===== config.mk =====
export PLATFORM = sky130hd
export DESIGN_NAME = cv32e40s_lockstep_ctrl
export DESIGN_NICKNAME = d
export VERILOG_FILES = /design/src/rtl/cv32e40s_lockstep_ctrl.sv
export SDC_FILE = /design/constraint.sdc
export NUM_CORES = 1
export LEC_CHECK = 0
export ABC_AREA = 0
export CORE_MARGIN = 2
export CORE_UTILIZATION = 53
export CTS_BUF_LIST = sky130_fd_sc_hd__clkbuf_8
export DETAILED_ROUTE_END_ITERATION = 8
export GPL_TIMING_DRIVEN = 0
export HOLD_SLACK_MARGIN = 0.06
export PLACE_DENSITY = 0.86
export SKIP_LAST_GASP = 1
export SLEW_MARGIN = 20
export SYNTH_ARGS = -nofsm -noshare
export SYNTH_HDL_FRONTEND = slang
export SYNTH_SLANG_ARGS = --single-unit

===== constraint.sdc =====
create_clock -name clk_i -period 6.3 [get_ports clk_i]
set_clock_uncertainty 0.1 [all_clocks]
set_input_delay 1.26 -clock clk_i [delete_from_list [all_inputs] [get_ports clk_i]]
set_output_delay 1.26 -clock clk_i [all_outputs]
set_load 0.01 [all_outputs]

===== src/rtl/cv32e40s_lockstep_ctrl.sv =====
// Lockstep controller: delays master outputs to align with the lagging checker core,
// compares them and sequences checker resets and retries, escalating to a sticky FAIL.
module cv32e40s_lockstep_ctrl #(
  parameter int N          = 32,
  parameter int DELAY      = 2,
  parameter int RST_CYCLES = 4,
  parameter int MAX_RETRY  = 3
) (
  input  logic         clk_i,
  input  logic         rst_i,
  input  logic         enable_i,
  input  logic         clear_i,
  input  logic         valid_i,
  input  logic [N-1:0] core_master_i,
  input  logic [N-1:0] core_checker_i,
  output logic         mismatch_o,
  output logic         core_reset_req_o,
  output logic         fail_o,
  output logic [2:0]   state_o,
  output logic [7:0]   err_cnt_o
);

  typedef enum logic [2:0] {
    IDLE    = 3'd0,
    SYNC    = 3'd1,
    RUN     = 3'd2,
    RECOVER = 3'd3,
    FAIL    = 3'd4
  } state_e;

  state_e               state_q, state_n;
  logic [7:0]           cnt_q, cnt_n;
  logic [3:0]           retry_q, retry_n;
  logic [7:0]           err_n;
  logic                 mm, flush;
  logic [DELAY:1]       vld_pipe;
  logic [DELAY:1][N-1:0] dat_pipe;
  logic                 d_valid;
  logic [N-1:0]         d_master;

  assign flush    = (state_q == IDLE && enable_i) || (state_q == RECOVER);
  assign d_valid  = vld_pipe[DELAY];
  assign d_master = dat_pipe[DELAY];
  assign state_o  = state_q;

  // Only the valid bits carry meaning; data stages are free-running.
  always_ff @(posedge clk_i) begin
    if (rst_i || flush) begin
      vld_pipe <= '0;
    end else begin
      vld_pipe[1] <= valid_i;
      for (int i = 2; i <= DELAY; i++) vld_pipe[i] <= vld_pipe[i-1];
    end
  end

  always_ff @(posedge clk_i) begin
    dat_pipe[1] <= core_master_i;
    for (int i = 2; i <= DELAY; i++) dat_pipe[i] <= dat_pipe[i-1];
  end

  // Valid disagreement alone is a mismatch; data only matters when both sides are valid.
  always_comb begin
    mm = 1'b0;
    if (state_q == RUN && (d_valid || valid_i))
      mm = (d_valid != valid_i) || (d_master != core_checker_i);
  end

  always_comb begin
    state_n = state_q;
    cnt_n   = cnt_q;
    retry_n = retry_q;
    err_n   = err_cnt_o;
    case (state_q)
      IDLE: begin
        if (enable_i) begin
          state_n = SYNC;
          cnt_n   = 8'(DELAY);
        end
      end
      SYNC: begin
        if (!enable_i)         state_n = IDLE;
        else if (cnt_q <= 8'd1) state_n = RUN;
        else                   cnt_n   = cnt_q - 8'd1;
      end
      RUN: begin
        if (mm) begin
          if (retry_q < 4'(MAX_RETRY)) begin
            state_n = RECOVER;
            cnt_n   = 8'(RST_CYCLES);
            retry_n = retry_q + 4'd1;
          end else begin
            state_n = FAIL;
          end
        end else if (!enable_i) begin
          state_n = IDLE;
        end
      end
      RECOVER: begin
        if (cnt_q <= 8'd1) begin
          state_n = SYNC;
          cnt_n   = 8'(DELAY);
        end else begin
          cnt_n = cnt_q - 8'd1;
        end
      end
      FAIL: begin
        if (clear_i) state_n = IDLE;
      end
      default: state_n = IDLE;
    endcase
    if (mm && err_cnt_o != 8'hFF) err_n = err_cnt_o + 8'd1;
    if (clear_i) begin
      retry_n = '0;
      err_n   = '0;
    end
  end

  always_ff @(posedge clk_i) begin
    if (rst_i) begin
      state_q          <= IDLE;
      cnt_q            <= '0;
      retry_q          <= '0;
      err_cnt_o        <= '0;
      mismatch_o       <= 1'b0;
      core_reset_req_o <= 1'b0;
      fail_o           <= 1'b0;
    end else begin
      state_q          <= state_n;
      cnt_q            <= cnt_n;
      retry_q          <= retry_n;
      err_cnt_o        <= err_n;
      mismatch_o       <= mm;
      core_reset_req_o <= (state_n == RECOVER) || (state_n == FAIL);
      fail_o           <= (state_n == FAIL);
    end
  end

endmodule


==> results of run 1 <==
-- registers in the layout, summed over array words and instances, names as in the netlist --
name,count
err_cnt_o,8
cnt_q,8
state_o,3
dat_pipe,32
retry_q,4
d_master,32
mismatch_o,1
fail_o,1
vld_pipe,2
core_reset_req_o,1
-- layer usage --
metal | routed length, um | share of wire
met2 | 3030 | 0.48
met1 | 2570 | 0.41
met5 | 0 | 0
met3 | 543 | 0.087
met4 | 124 | 0.020
-- worst paths after layout --
path	to	slack [ns]	depth (start not counted)
min reg2reg	d_master[12]	0.23	0
max reg2reg	cnt_q[1]	3.94	5
min	d_master[12]	0.23	0
max	fail_o	2.97	8
-- cell usage in the layout, fill, tap and decap left out, types with 4 or more instances in the layout --
cell             netlist  routed
inv_1                  6       7
nor4_1                 8       8
clkdlybuf4s50_1        0      81
nor2_1                12      12
dfxtp_1               92      92
o31ai_1                4       4
ha_1                   5       5
nor3_1                 7       7
nand3_1               12      12
a31oi_1                6       6
clkbuf_8               0       9
xnor2_1                4       4
o21ai_0                8       8
xor2_1                29      29
a21oi_1               11      11
or3_1                  7       7
nand2_1               13      13
-- stage by stage --
| stage | total power [mW] | cell area (um^2) | std cells |
|---|---|---|---|
| 6_report | 1.32 | 4180 | 449 |
| 5_1_grt | 1.39 | 4180 | 449 |
| 4_1_cts | 1.32 | 4180 | 449 |
| 3_5_place_dp | 0.975 | 4010 | 433 |
| 3_3_place_gp | 0.960 | 4010 | 433 |
| 2_1_floorplan | 0.864 | 3110 | 280 |
-- final cells by class --
type	count	area, um^2	area share
flip-flops and latches	92	1840	0.440
inverters	6	22.5	0.00538
multi-input cells	175	1210	0.288
well taps	72	90.1	0.0215
plain buffers	7	37.5	0.00897
clock buffers	9	124	0.0296
clock inverters	7	50.0	0.0120
repair buffers	81	811	0.194
-- worst max-delay path: stages --
cell             delay, ns
clkdlybuf4s50_1       0.46
inv_1                 0.06
ha_1                  0.30
or3_1                 0.46
nor3_2                0.37
buf_2                 0.30
nor3b_2               0.08
o211a_1               0.21
-- power by group --
part / internal [mW] / switching, mW / total [mW]
Clock: 0.145 / 0.206 / 0.351
Sequential: 0.625 / 0.0294 / 0.654
Combinational: 0.144 / 0.172 / 0.316
Total: 0.914 / 0.407 / 1.32
-- cell families after synthesis --
family / Yosys count / synth area share
AND/OR/NAND/NOR: 88 / 0.166
buffers and inverters: 13 / 0.0193
adder cells (fa/ha/maj): 5 / 0.0201
multiplexers: 2 / 0.00644
AO/OA/AOI/OAI: 47 / 0.102
flip-flops: 92 / 0.593
XOR/XNOR: 33 / 0.0930
==> impl_metrics.csv, run 1 <==
group,metric,value,unit
outcome,status,"complete, no violations",
global_route,grt_usage,0.215,
synth,synthTopCellsByCount,"dfxtp_1, xor2_1, nand2_1, nand3_1, nor2_1",
sta,setup_tns,0,ns
clocking,cts_made_buffers,9,
job,cap_violations,0,
global_route,top_usage_layer,"met2",
placed_design,gp_congestion,0.913,
route,firstDrtPassIters,4,
synth,syn_area,0.00311,mm^2
floorplan,row_count,27,
route,vias,2356,
route,wire_per_inst,14.0,um
setup_path,worst-path-max-fanout,10,
sta,max_freq,0.300,GHz
synth,syn_avg_cell_area,11.1,um^2
setup_path,critPathLaunchType,"primary input",
sta,finalCritPeriodShare,0.529,
synth,synth.top_cell.area_share,0.593,
synth,synth_cells,280,
route,ant_nets,0,
floorplan,start_util,0.558,
setup_path,worstSetupPathType,"primary input to flop",
synth,ys_ff_latch,92,
synth,async_reset_ff_frac,0,
floorplan,fp.dieH,80.6,um
synth,ys_types,52,
finish,finalNetCount,446,
clocking,cts_resized,0,
clocking,cts-root-buf,"clkbuf_8",
global_route,antenna_found_initial,0,
placed_design,portBuffers,81,
floorplan,dieArea,0.00649,mm^2
setup_path,rr_startpoint,"cnt_q[4]",
placed_design,dpl.hpwl,4730,um
sta,fin_ws,2.97,ns
route,drc,0,
synth,synthFlopType,"dfxtp_1",
clocking,clk-insertion-delay-late,0.36,ns
min_path,hold_path_class,"flop to flop",
global_route,grt_overflow,0,
power,power_leakage,1.61,nW
sta,hold_violations,0,
clocking,clockBufferDepth,2,
global_route,grt_pass1_vias,2332,
min_path,hold_path_startpoint,"dat_pipe[12]",
power,p_per_area,316,mW/mm^2
setup_path,worstPathRequired,6.45,ns
route,routed_wirelength,6270,um
setup_path,startpoint,"valid_i",
sta,max_slew_margin,0.565,
route,drt-initial-drc-count,200,
global_route,grt_use_met2,0.353,
sta,worstMarginPinSlew,0.649,ns
clocking,cts_tree,"done",
sta,slew_viol_final,0,
floorplan,io_pins,83,
sta,whs,0.229,ns
power,max-vdd-ir-drop,0.204,mV
clocking,path_clk_slew,0.09,ns
finish,area_growth,34.6,%
sta,setup_viol,0,
floorplan,chipWidth,80.6,um
sta,grt_setup_unrepaired,"no",
global_route,met3_usage,0.0697,
synth,syn-num-nets,354,
floorplan,core,0.00557,mm^2
clocking,postCtsSetupBuffers,0,
synth,ys_seq_area_frac,0.593,
global_route,grt_max_degree,17,
synth,synth_edf_count,0,
placed_design,pre_cts_slack,2.61,ns
finish,nFillCells,403,
synth,synth_area_leaders,"dfxtp_1, xor2_1, ha_1",
setup_path,arrival,3.49,ns
global_route,grt_first_pass_wirelength,10400,um
route,routed_via_density,5.25,
clocking,postCtsHoldBufs,0,
global_route,grt_use_met1,0.251,
synth,synth_most_common_cell,"dfxtp_1",
clocking,htree_levels,3,
synth,synth_warnings,0,
finish,drive_above_1_share,0.0743,
synth,yosysTopAreaCell,"dfxtp_1",
clocking,cts.sinks,92,
setup_path,crit_path_end_kind,"flop",
finish,utilization,0.750,
sta,post-route-min-period,3.33,ns
finish,n_antenna_cell,0,
No activity file was read; power rests on OpenSTA's default activity.
==> run 2, diff against run 1 <==
--- a/config.mk
+++ b/config.mk
@@ -7,12 +7,12 @@
 export LEC_CHECK = 0
 export ABC_AREA = 0
 export CORE_MARGIN = 2
-export CORE_UTILIZATION = 53
+export CORE_UTILIZATION = 50
 export CTS_BUF_LIST = sky130_fd_sc_hd__clkbuf_8
 export DETAILED_ROUTE_END_ITERATION = 8
 export GPL_TIMING_DRIVEN = 0
 export HOLD_SLACK_MARGIN = 0.06
-export PLACE_DENSITY = 0.86
+export PLACE_DENSITY = 0.82
 export SKIP_LAST_GASP = 1
 export SLEW_MARGIN = 20
 export SYNTH_ARGS = -nofsm -noshare
==> constraint.sdc (replaced) <==
create_clock -name clk_i -period 3.4 [get_ports clk_i]
set_clock_uncertainty 0.1 [all_clocks]
set_input_delay 0.68 -clock clk_i [delete_from_list [all_inputs] [get_ports clk_i]]
set_output_delay 0.68 -clock clk_i [all_outputs]
set_load 0.01 [all_outputs]
==> run 2 against run 1 <==
Effect of this change:
- die area is 5.7% higher
- sequential power is 85% higher
- combinational power is 80% higher
- design area is 1.5% higher
- sequential share of layout area is 0.64 points lower
- critical path depth stayed put
- via count is 0.42% higher
- critical path type unchanged
- largest cell class unchanged
==> impl_metrics.csv, run 2 (synthesis gave the netlist of run 1 again) <==
group,metric,value,unit
outcome,status,"complete, no violations",
setup_path,worst-path-max-fanout,10,
finish,finalNetCount,446,
finish,final_cell_mix,"dfxtp_1, clkdlybuf4s50_1, xor2_1",
route,ant_nets,0,
power,power_leakage,1.63,nW
floorplan,core,0.00596,mm^2
route,drt-initial-drc-count,129,
finish,stdcell_count,452,
setup_path,rr_startpoint,"vld_pipe[2]",
finish,finalInstanceArea,0.00424,mm^2
global_route,grt_max_degree,17,
clocking,path_clk_slew,0.09,ns
global_route,antenna_found_initial,0,
clocking,clockBufferDepth,2,
sta,slew_viol_final,0,
min_path,hold_path_class,"flop to flop",
floorplan,dieArea,0.00686,mm^2
sta,finalCritPeriodShare,0.827,
placed_design,dpl.hpwl,4690,um
finish,nFillCells,431,
sta,setup_tns,0,ns
placed_design,dpl.cell_count,436,
setup_path,worstPathRequired,3.54,ns
setup_path,worstSetupPathType,"primary input to flop",
job,cap_violations,0,
floorplan,start_util,0.522,
sta,setup_viol,0,
finish,seq_area,0.00184,mm^2
sta,post-route-min-period,2.81,ns
route,routed_wirelength,6270,um
setup_path,timing.rr.end,"fail_o",
clocking,cts.sinks,92,
setup_path,crit_path_end_kind,"flop",
placed_design,portBuffers,81,
power,p_per_area,612,mW/mm^2
floorplan,chipWidth,82.8,um
setup_path,arrival,2.95,ns
clocking,clk-insertion-delay-late,0.35,ns
finish,n_antenna_cell,0,
clocking,cts_made_buffers,9,
setup_path,reg2reg_depth,7,
clocking,cts_resized,0,
sta,hold_violations,0,
sta,whs,0.224,ns
route,routed_via_density,5.23,
global_route,grt_overflow,0,
route,firstDrtPassIters,5,
placed_design,dpl-instance-area,0.00401,mm^2
route,vias,2366,
global_route,grt_first_pass_wirelength,10200,um
power,max-vdd-ir-drop,0.462,mV
setup_path,cp-endpoint,"fail_o",
clocking,cts-root-buf,"clkbuf_8",
finish,area_growth,36.6,%
floorplan,io_pins,83,
clocking,postCtsHoldBufs,0,
finish,drive_above_1_share,0.0769,
sta,worstMarginPinSlew,0.593,ns
sta,max_freq,0.356,GHz
route,drc,0,
global_route,grt_pass1_vias,2226,
clocking,postCtsSetupBuffers,0,
floorplan,fp.dieH,82.8,um
clocking,cts_tree,"done",
finish,mostFrequentLayoutCell,"dfxtp_1",
floorplan,row_count,28,
sta,max_slew_margin,0.601,
setup_path,startpoint,"valid_i",
route,wire_per_inst,13.9,um
clocking,htree_levels,3,
placed_design,gp_congestion,0.918,
setup_path,critPathLaunchType,"primary input",
setup_path,r2r_slack,1.10,ns
finish,multi_input_area,0.00121,mm^2
sta,grt_setup_unrepaired,"no",
global_route,grt_usage,0.185,
-- run 2: cell count changes in the layout (fill, tap and decap cells not counted), sizes merged --
cell      before  now
bufinv         0    2
clkbuf        11   12
clkinvlp       2    1
inv           10    8
-- run 2: stage by stage --
stage	util	setup slack (ns)	power, mW
6_report	0.713	0.587	2.60
5_1_grt	0.713	0.483	2.72
4_1_cts	0.713	0.615	2.61
3_5_place_dp	0.674	0.251	1.80
3_3_place_gp	0.674	0.273	1.78
2_1_floorplan	-	1.05	1.60
-- run 2: worst min path at each step --
stage / start / endpoint / slack [ns] / depth (start not counted)
after global routing: dat_pipe[3] / d_master[3] / 0.23 / 0
after floorplan: dat_pipe[0] / d_master[0] / 0.21 / 0
after CTS: dat_pipe[9] / d_master[9] / 0.23 / 0
final: dat_pipe[25] / d_master[25] / 0.22 / 0
after global placement: dat_pipe[28] / d_master[28] / 0.21 / 0
after detailed placement: dat_pipe[23] / d_master[23] / 0.21 / 0
-- run 2: critical path, stage by stage --
cell and delay [ns]:
clkdlybuf4s50_1 0.45, inv_1 0.06, ha_1 0.30, or3_1 0.48, nor3_2 0.38, buf_2 0.30, nor3b_2 0.08, o211a_1 0.22
-- run 2: final cells by class --
cell class	instances	area share
Clock buffer	10	0.0324
Multi-Input combinational cell	175	0.284
Buffer	7	0.00884
Tap cell	75	0.0221
Sequential cell	92	0.434
Timing Repair Buffer	81	0.191
Inverter	6	0.00531
Clock inverter	6	0.0221
-- run 2: power breakdown --
group	switching, mW	total [mW]	internal [mW]	leakage (nW)
Combinational	0.304	0.569	0.265	0.753
Sequential	0.0544	1.21	1.16	0.767
Clock	0.375	0.815	0.441	0.113
-- run 2: per-layer routing --
metal / wire length [um] / up-vias / global-route usage
li1: - / 1179 / -
met1: 2600 / 1061 / 0.218
met2: 3020 / 111 / 0.309
met3: 508 / 15 / 0.0557
met4: 144 / 0 / 0.0849
met5: 0 / - / 0
